==> src/rtl/led_pkg.sv <==
// Shared definitions for LED indicator blocks.
//   led_state_e   : FSM encoding (IDLE / ON / OFF)
//   DEF_*         : default blink timing constants
//   max_int()     : elaboration-time helper for sizing counters
package led_pkg;

    typedef enum logic [1:0] {
        ST_IDLE = 2'd0,
        ST_ON   = 2'd1,
        ST_OFF  = 2'd2
    } led_state_e;

    localparam int DEF_CLK_DIV   = 250000;
    localparam int DEF_ON_TICKS  = 40;
    localparam int DEF_OFF_TICKS = 40;

    function automatic int max_int(input int a, input int b);
        return (a > b) ? a : b;
    endfunction

endpackage

==> src/rtl/tick_gen.sv <==
// Blink tick prescaler: counts 0..CLK_DIV-1 and wraps.
//   clk, rst_n : clock, async active-low reset
//   clr        : restart the count at 0 on the next edge
//   tick       : high while the count is at its terminal value
module tick_gen #(
    parameter int CLK_DIV = 4
) (
    input  logic clk,
    input  logic rst_n,
    input  logic clr,
    output logic tick
);
    localparam int                PRE_W = (CLK_DIV > 1) ? $clog2(CLK_DIV) : 1;
    localparam int                TOP_I = CLK_DIV - 1;
    localparam int                ONE_I = 1;
    localparam logic [PRE_W-1:0]  TOP   = TOP_I[PRE_W-1:0];
    localparam logic [PRE_W-1:0]  ONE   = ONE_I[PRE_W-1:0];

    logic [PRE_W-1:0] cnt_q, cnt_d;

    // >= so an out-of-range count wraps immediately instead of running on
    assign tick = (cnt_q >= TOP);

    always_comb begin
        cnt_d = cnt_q + ONE;
        if (clr || tick) cnt_d = '0;
    end

    always_ff @(posedge clk or negedge rst_n) begin
        if (!rst_n) cnt_q <= '0;
        else        cnt_q <= cnt_d;
    end

endmodule

==> src/rtl/led_blinker.sv <==
// Blinks an LED a requested number of times.
//   clk, rst_n : clock, async active-low reset
//   req, count : one-cycle start request with blink count (0 ignored)
//   stop       : abort the running sequence (no done)
//   led        : registered LED drive, active-high
//   busy       : high whenever not IDLE
//   done       : one-cycle pulse on normal completion
module led_blinker
    import led_pkg::*;
#(
    parameter int CLK_DIV   = DEF_CLK_DIV,
    parameter int ON_TICKS  = DEF_ON_TICKS,
    parameter int OFF_TICKS = DEF_OFF_TICKS
) (
    input  logic       clk,
    input  logic       rst_n,
    input  logic       req,
    input  logic [3:0] count,
    input  logic       stop,
    output logic       led,
    output logic       busy,
    output logic       done
);
    localparam int              TICK_W = $clog2(max_int(ON_TICKS, OFF_TICKS) + 1);
    localparam int              ONE_I  = 1;
    localparam logic [TICK_W:0] ON_LIM  = ON_TICKS[TICK_W:0];
    localparam logic [TICK_W:0] OFF_LIM = OFF_TICKS[TICK_W:0];
    localparam logic [TICK_W:0] T_ONE   = ONE_I[TICK_W:0];

    led_state_e        state_q, state_d;
    logic              led_q, led_d;
    logic              busy_q, busy_d;
    logic              done_q, done_d;
    logic [3:0]        remaining_q, remaining_d;
    logic [TICK_W-1:0] tick_cnt_q, tick_cnt_d;
    logic [TICK_W:0]   tick_nxt;
    logic              tick;
    logic              clr;

    tick_gen #(
        .CLK_DIV (CLK_DIV)
    ) u_tick_gen (
        .clk   (clk),
        .rst_n (rst_n),
        .clr   (clr),
        .tick  (tick)
    );

    always_comb begin
        state_d     = state_q;
        led_d       = led_q;
        done_d      = 1'b0;
        remaining_d = remaining_q;
        tick_cnt_d  = tick_cnt_q;
        clr         = 1'b0;
        // one bit wider so the >= compare cannot overflow
        tick_nxt    = {1'b0, tick_cnt_q} + T_ONE;

        case (state_q)
            ST_IDLE: begin
                led_d = 1'b0;
                // stop has priority over a simultaneous req
                if (req && !stop && (count != 4'd0)) begin
                    state_d     = ST_ON;
                    led_d       = 1'b1;
                    remaining_d = count;
                    tick_cnt_d  = '0;
                    clr         = 1'b1;
                end
            end

            ST_ON: begin
                if (stop) begin
                    state_d    = ST_IDLE;
                    led_d      = 1'b0;
                    tick_cnt_d = '0;
                end else if (tick) begin
                    if (tick_nxt >= ON_LIM) begin
                        state_d     = ST_OFF;
                        led_d       = 1'b0;
                        tick_cnt_d  = '0;
                        // saturate so a corrupted zero still ends the sequence
                        remaining_d = (remaining_q != 4'd0) ? remaining_q - 4'd1 : 4'd0;
                    end else begin
                        tick_cnt_d = tick_nxt[TICK_W-1:0];
                    end
                end
            end

            ST_OFF: begin
                if (stop) begin
                    state_d    = ST_IDLE;
                    led_d      = 1'b0;
                    tick_cnt_d = '0;
                end else if (tick) begin
                    if (tick_nxt >= OFF_LIM) begin
                        tick_cnt_d = '0;
                        if (remaining_q != 4'd0) begin
                            state_d = ST_ON;
                            led_d   = 1'b1;
                        end else begin
                            state_d = ST_IDLE;
                            done_d  = 1'b1;
                        end
                    end else begin
                        tick_cnt_d = tick_nxt[TICK_W-1:0];
                    end
                end
            end

            default: begin
                state_d    = ST_IDLE;
                led_d      = 1'b0;
                tick_cnt_d = '0;
            end
        endcase

        busy_d = (state_d != ST_IDLE);
    end

    always_ff @(posedge clk or negedge rst_n) begin
        if (!rst_n) begin
            state_q     <= ST_IDLE;
            led_q       <= 1'b0;
            busy_q      <= 1'b0;
            done_q      <= 1'b0;
            remaining_q <= 4'd0;
            tick_cnt_q  <= '0;
        end else begin
            state_q     <= state_d;
            led_q       <= led_d;
            busy_q      <= busy_d;
            done_q      <= done_d;
            remaining_q <= remaining_d;
            tick_cnt_q  <= tick_cnt_d;
        end
    end

    assign led  = led_q;
    assign busy = busy_q;
    assign done = done_q;

endmodule
==> config.mk <==
export PLATFORM = sky130hd
export DESIGN_NAME = led_blinker
export DESIGN_NICKNAME = d
export VERILOG_FILES = /design/src/rtl/led_pkg.sv /design/src/rtl/tick_gen.sv /design/src/rtl/led_blinker.sv
export SDC_FILE = /design/constraint.sdc
export NUM_CORES = 1
export LEC_CHECK = 0
export CAP_MARGIN = 10
export CORE_AREA = 4 4 65 67
export CTS_BUF_LIST = sky130_fd_sc_hd__clkbuf_8
export DETAILED_ROUTE_END_ITERATION = 10
export DIE_AREA = 0 0 69 71
export PLACE_DENSITY = 0.67
export SKIP_LAST_GASP = 1
export SLEW_MARGIN = 20
export SYNTH_ARGS = -nofsm -noshare
export SYNTH_HDL_FRONTEND = slang
export SYNTH_SLANG_ARGS = --single-unit
==> constraint.sdc <==
create_clock -name clk -period 5.75 [get_ports clk]
set_input_delay 0.8625 -clock clk [delete_from_list [all_inputs] [get_ports clk]]
set_output_delay 0.8625 -clock clk [all_outputs]
set_load 0.02 [all_outputs]
==> impl_metrics.py, run 1 <==
metrics = {
    "sta": {
        "rsz0062_at_grt": "false",
        "clock_skew_ns": 0.00905,
        "slew_violations": 0,
        "period_minus_slack_ns": 2.72,
        "relSlewSlack_pct": 51.7,
        "tns_ns": 0,
        "worst_slew_pin_slew_ns": 0.718,
        "finalCritPeriodShare_pct": 47.3,
        "setup_ws_ns": 3.03,
        "fmax_ghz": 0.368,
        "timing_hold_violations_final": 0,
        "setup_viol": 0,
    },
    "place": {
        "io_buffers": 10,
        "place_congestion": 0.833,
        "dpl.hpwl_um": 2590,
        "dp_cells": 246,
        "pre_cts_slack_ns": 2.75,
    },
    "setup_path": {
        "path_delay_family": "simple AND/OR/NAND/NOR gates",
        "crit_chain": "clkdlybuf4s50_1 > nor4_1 > nor3b_1 > and2b_1 > or4_1 > nor3b_2 > a21o_1",
        "crit_path_end_kind": "register",
        "crit_slowest_cell": "or4_1",
        "worst-path-buf-inv": 1,
        "crit_fanout": 7,
        "reg2regPathDepth": 6,
        "max_stage_delay_ns": 0.65,
        "cp.depth": 7,
        "cp-start-kind": "input pin",
        "worstPathArrival_ns": 2.94,
        "crit_type": "in -> reg",
        "cp.required_ns": 5.97,
    },
    "logic_synthesis": {
        "async_reset_ff_share_pct": 100,
        "netlist_area_sq_um": 1780,
        "yosysSeqAreaShare_pct": 46.5,
        "synth-edff-count": 0,
        "syn_nets": 204,
        "yosys_warnings": 0,
        "ys.flop_type": "dfrtp_1",
        "synth_cell_types": 43,
        "synth_area_per_cell_sq_um": 9.35,
        "synth_seq_cells": 33,
        "synthCells": 190,
    },
    "global_route": {
        "grt-ovfl-total": 0,
        "track_usage_pct": 15.9,
        "grt-busiest-layer": "met2",
        "grt_antenna_before_repair": 0,
        "met3_usage_pct": 4.55,
        "met2_usage_pct": 27.0,
        "grt_pass1_vias": 1442,
        "grt_max_degree": 34,
        "grtUsageMet1_pct": 18.7,
        "grt_pass1_wl_um": 6290,
    },
    "clocking": {
        "clk_pin_slew_worst_paths_ns": 0.06,
        "clockBufferDepth": 2,
        "holdBufCountCts": 0,
        "postCtsSetupBuffers": 0,
        "cts.htree.levels": 2,
        "clk_latency_ns": 0.29,
        "cts_sinks": 33,
        "root_buffer": "clkbuf_8",
        "cts_buffers": 5,
        "ctsResizeCount": 0,
        "cts_tree": "built",
    },
    "layout": {
        "fin_cells": 254,
        "layout_commonest_cell": "dfrtp_1",
        "antenna_cells": 0,
        "area_delta_synth_final_pct": 13.4,
        "final_cell_mix": "dfrtp_1, nor2_1, nand2_1",
        "fin_nets": 219,
        "nFillCells": 347,
        "drive_gt1_share_pct": 7.77,
    },
    "die": {
        "die_x_um": 69,
        "die_y_um": 71,
        "core_area_sq_um": 3630,
        "io_pins": 11,
        "dieArea_sq_um": 4900,
        "initial_core_util_pct": 48.9,
        "fp-row-count": 22,
    },
    "drt": {
        "post_drt_wl_per_cell_um": 13.8,
        "drt-total-wl_um": 3500,
        "vias": 1382,
        "drcViolationCount": 0,
        "ant_nets": 0,
        "first_pass_iters": 4,
        "viasPerCell": 5.44,
        "drt_iter0_markers": 83,
    },
    "outcome": {
        "status": "finished clean",
    },
    "flow_run": {
        "maxCapViolations": 0,
    },
    "hold_path": {
        "hold_path_class": "reg -> reg",
        "min_path_cells": 1,
    },
    "power_and_ir_drop": {
        "power.leakage_uw": 0.000939,
        "powerDensity_nw_per_um2": 334,
        "vdd_drop_max_v": 0.000167,
    },
}
[power breakdown]
| part | leakage [uW] | internal, uW | switching [uW] |
|---|---|---|---|
| clock | 0.0000491 | 81.9 | 82.4 |
| sequential | 0.000444 | 272 | 39.6 |
| combinational | 0.000446 | 88.7 | 107 |
| total | 0.000939 | 443 | 229 |
[metrics by stage]
| step | hold WS, ns | area (sq um) | power [uW] | util (%) |
|---|---|---|---|---|
| floorplan | 0.425 | 1780 | 449 | - |
| global placement | 0.451 | 1930 | 501 | 53.2 |
| detailed placement | 0.455 | 1930 | 511 | 53.2 |
| CTS | 0.464 | 2010 | 677 | 55.4 |
| global route | 0.495 | 2010 | 724 | 55.4 |
| finish | 0.461 | 2010 | 672 | 55.4 |
[synthesized netlist by cell type (4+ instances only)]
cell type | n | area (sq um)
dfrtp_1 | 33 | 826
nor2_1 | 25 | 93.8
nand2_1 | 24 | 90.1
o21ai_0 | 12 | 60.1
xor2_1 | 9 | 78.8
and3_1 | 8 | 50.1
xnor2_1 | 8 | 70.1
a21oi_1 | 6 | 30.0
ha_1 | 6 | 75.1
inv_1 | 5 | 18.8
nand3_1 | 5 | 25.0
a21o_1 | 4 | 30.0
[final timing paths]
| kind | startpoint | to | slack, ns |
|---|---|---|---|
| setup / recovery | count[1] | tick_cnt_q[2] | 3.03 |
| hold / removal | u_tick_gen.cnt_q[0] | u_tick_gen.cnt_q[0] | 0.46 |
| setup reg to reg | u_tick_gen.cnt_q[0] | u_tick_gen.cnt_q[7] | 3.51 |
| hold reg to reg | u_tick_gen.cnt_q[0] | u_tick_gen.cnt_q[0] | 0.46 |
| max in group asynchronous | rst_n | tick_cnt_q[2] | 4.48 |
| min in group asynchronous | rst_n | u_tick_gen.cnt_q[10] | 0.97 |
[worst register-to-register path, delay by kind of cell, from the launching register on]
| family | cells | cell delay (ns) |
|---|---|---|
| compound gates | 2 | 0.63 |
| fa+ha+maj | 1 | 0.23 |
| flops | 1 | 0.40 |
| simple gates | 3 | 0.90 |
[cell families after synthesis]
group / Yosys count / share of synthesized area (%)
simple gates: 86 / 23.7
compound gates: 37 / 14.0
flops: 33 / 46.5
xor+xnor: 17 / 8.38
buf+inv: 9 / 1.97
fa+ha+maj: 6 / 4.23
mux: 2 / 1.27
[layer usage]
layer  wire, um  share of wire, %
met5          0                 0
met3        112               3.2
met2       1720                49
met4         56               1.6
met1       1610                46
[layout make-up]
class / count / area (sq um) / share of cell area (%)
multi-input combinational: 148 / 916 / 45.5
clock inverter: 3 / 13.8 / 0.683
sequential: 33 / 826 / 41.0
clock buffer: 5 / 68.8 / 3.42
timing repair buffer: 11 / 108 / 5.34
inverter: 6 / 22.5 / 1.12
tap: 48 / 60.1 / 2.98
[flip-flops by register name (all words and copies together), names as in the netlist]
register	count
busy	1
done	1
led	1
remaining_q	4
state_q	2
tick_cnt_q	6
u_tick_gen.cnt_q	18
Power figures use the tool's default switching activity.
==> run 2: changes to the inputs <==
clock period = 2.7 ns   (was 5.75 ns; I/O delays follow)
==> run 2 against run 1 <==
Compared with the run above:
- cell count increased by 0.79%
- clock power grew to 2.5 times the previous value
- die area stayed put
- via count up 3.8%
- clock skew down 0.0023 ns
- largest power group unchanged
- non-clock buffer count is 2 higher
- final area grew 1.7%
- flip-flop and latch count is the same
==> impl_metrics.py, run 2 (synthesis gave the netlist of run 1 again) <==
metrics = {
    "clocking": {
        "clk_pin_slew_worst_paths_ns": 0.07,
        "postCtsSetupBuffers": 0,
        "cts_buffers": 5,
        "clk_latency_ns": 0.29,
        "cts.htree.levels": 2,
        "holdBufCountCts": 0,
        "cts_sinks": 33,
        "clockBufferDepth": 2,
        "cts_tree": "built",
        "root_buffer": "clkbuf_8",
        "ctsResizeCount": 0,
    },
    "sta": {
        "setup_ws_ns": 0.425,
        "rsz0062_at_grt": "false",
        "clock_skew_ns": 0.00675,
        "fmax_ghz": 0.440,
        "worst_slew_pin_slew_ns": 0.674,
        "relSlewSlack_pct": 54.6,
        "setup_viol": 0,
        "whs_ns": 0.459,
        "tns_ns": 0,
        "period_minus_slack_ns": 2.28,
        "finalCritPeriodShare_pct": 84.3,
        "timing_hold_violations_final": 0,
        "slew_violations": 0,
    },
    "drt": {
        "post_drt_wl_per_cell_um": 13.9,
        "first_pass_iters": 4,
        "ant_nets": 0,
        "viasPerCell": 5.61,
        "vias": 1435,
        "drt-total-wl_um": 3550,
        "drt_iter0_markers": 69,
        "drcViolationCount": 0,
    },
    "flow_run": {
        "maxCapViolations": 0,
    },
    "die": {
        "core_area_sq_um": 3630,
        "die_y_um": 71,
        "fp-row-count": 22,
        "dieArea_sq_um": 4900,
        "initial_core_util_pct": 48.9,
        "io_pins": 11,
        "die_x_um": 69,
    },
    "layout": {
        "antenna_cells": 0,
        "final_cell_mix": "dfrtp_1, nor2_1, nand2_1",
        "area_delta_synth_final_pct": 15.3,
        "top_register": "u_tick_gen.cnt_q",
        "utilization_pct": 56.4,
        "fin_nets": 221,
        "reg.largest.list": "u_tick_gen.cnt_q x18, tick_cnt_q x6, remaining_q x4",
        "drive_gt1_share_pct": 9.13,
        "nFillCells": 336,
        "largest_reg_flops": 18,
        "layout_commonest_cell": "dfrtp_1",
    },
    "global_route": {
        "grt_antenna_before_repair": 0,
        "grt_pass1_wl_um": 6180,
        "track_usage_pct": 15.7,
        "grt_max_degree": 34,
        "grt_pass1_vias": 1393,
        "grt-ovfl-total": 0,
    },
    "power_and_ir_drop": {
        "powerDensity_nw_per_um2": 733,
        "vdd_drop_max_v": 0.000322,
        "power.leakage_uw": 0.000955,
    },
    "place": {
        "io_buffers": 10,
        "dpl.hpwl_um": 2600,
        "place_congestion": 0.824,
        "pre_cts_slack_ns": 0.134,
    },
    "setup_path": {
        "rrSetupSlack_ns": 0.47,
        "crit_type": "in -> reg",
        "reg2regPathDepth": 7,
        "cp.required_ns": 2.93,
        "crit_start": "count[3]",
        "crit_path_end_kind": "register",
        "rr_endpoint": "tick_cnt_q[2]",
        "crit_fanout": 7,
        "worstPathArrival_ns": 2.51,
        "r2r-start": "u_tick_gen.cnt_q[0]",
        "cp-endpoint": "tick_cnt_q[2]",
        "cp-start-kind": "input pin",
    },
    "hold_path": {
        "hold_path_class": "reg -> reg",
    },
    "outcome": {
        "status": "finished clean",
    },
}
-- run 2: cell types whose count changed in the layout (fill, tap and decap cells not counted) --
cell      change
clkbuf_8      +2
buf_4         +2
clkinv_2      -1
inv_1         -1
-- run 2: through the flow --
step	cell area, sq um	cells	power, uW
final	2050	256	1500
after global routing	2050	256	1610
after CTS	2050	256	1520
after detailed placement	1950	248	1100
after global placement	1950	248	1070
after floorplan	1780	190	956
-- run 2: final cells by class --
class / instances / area, sq um / area share [%]
clock buffer: 7 / 96.3 / 4.70
clock inverter: 1 / 5.00 / 0.244
inverter: 6 / 22.5 / 1.10
multi-input combinational: 148 / 916 / 44.7
sequential: 33 / 826 / 40.3
tap: 48 / 60.1 / 2.93
timing repair buffer: 13 / 123 / 5.99
-- run 2: worst min path at each step --
stage	from	endpoint	cells after the start
after CTS	u_tick_gen.cnt_q[0]	u_tick_gen.cnt_q[0]	1
after global routing	u_tick_gen.cnt_q[0]	u_tick_gen.cnt_q[0]	1
after detailed placement	u_tick_gen.cnt_q[0]	u_tick_gen.cnt_q[0]	1
final	u_tick_gen.cnt_q[0]	u_tick_gen.cnt_q[0]	1
after floorplan	rst_n	busy	0
after global placement	u_tick_gen.cnt_q[0]	u_tick_gen.cnt_q[0]	1
-- run 2: per-layer routing --
metal / vias up / wire [um] / track usage (%)
met4: 0 / 67 / 6.51
met1: 699 / 1570 / 18.1
met3: 6 / 129 / 4.97
li1: 706 / - / -
met2: 24 / 1780 / 27.0
met5: - / 0 / 0
-- run 2: power by group --
part / leakage (uW) / internal (uW) / switching, uW
sequential: 0.000444 / 580 / 84.5
combinational: 0.000457 / 195 / 231
clock: 0.0000542 / 230 / 180
total: 0.000955 / 1010 / 495
-- run 2: critical path, cell delays in order --
cell and delay (ns):
clkdlybuf4s50_1 0.49, nor4_1 0.06, nor3b_1 0.32, and2b_1 0.26, or4_1 0.65, nor3b_2 0.22, a21o_1 0.10
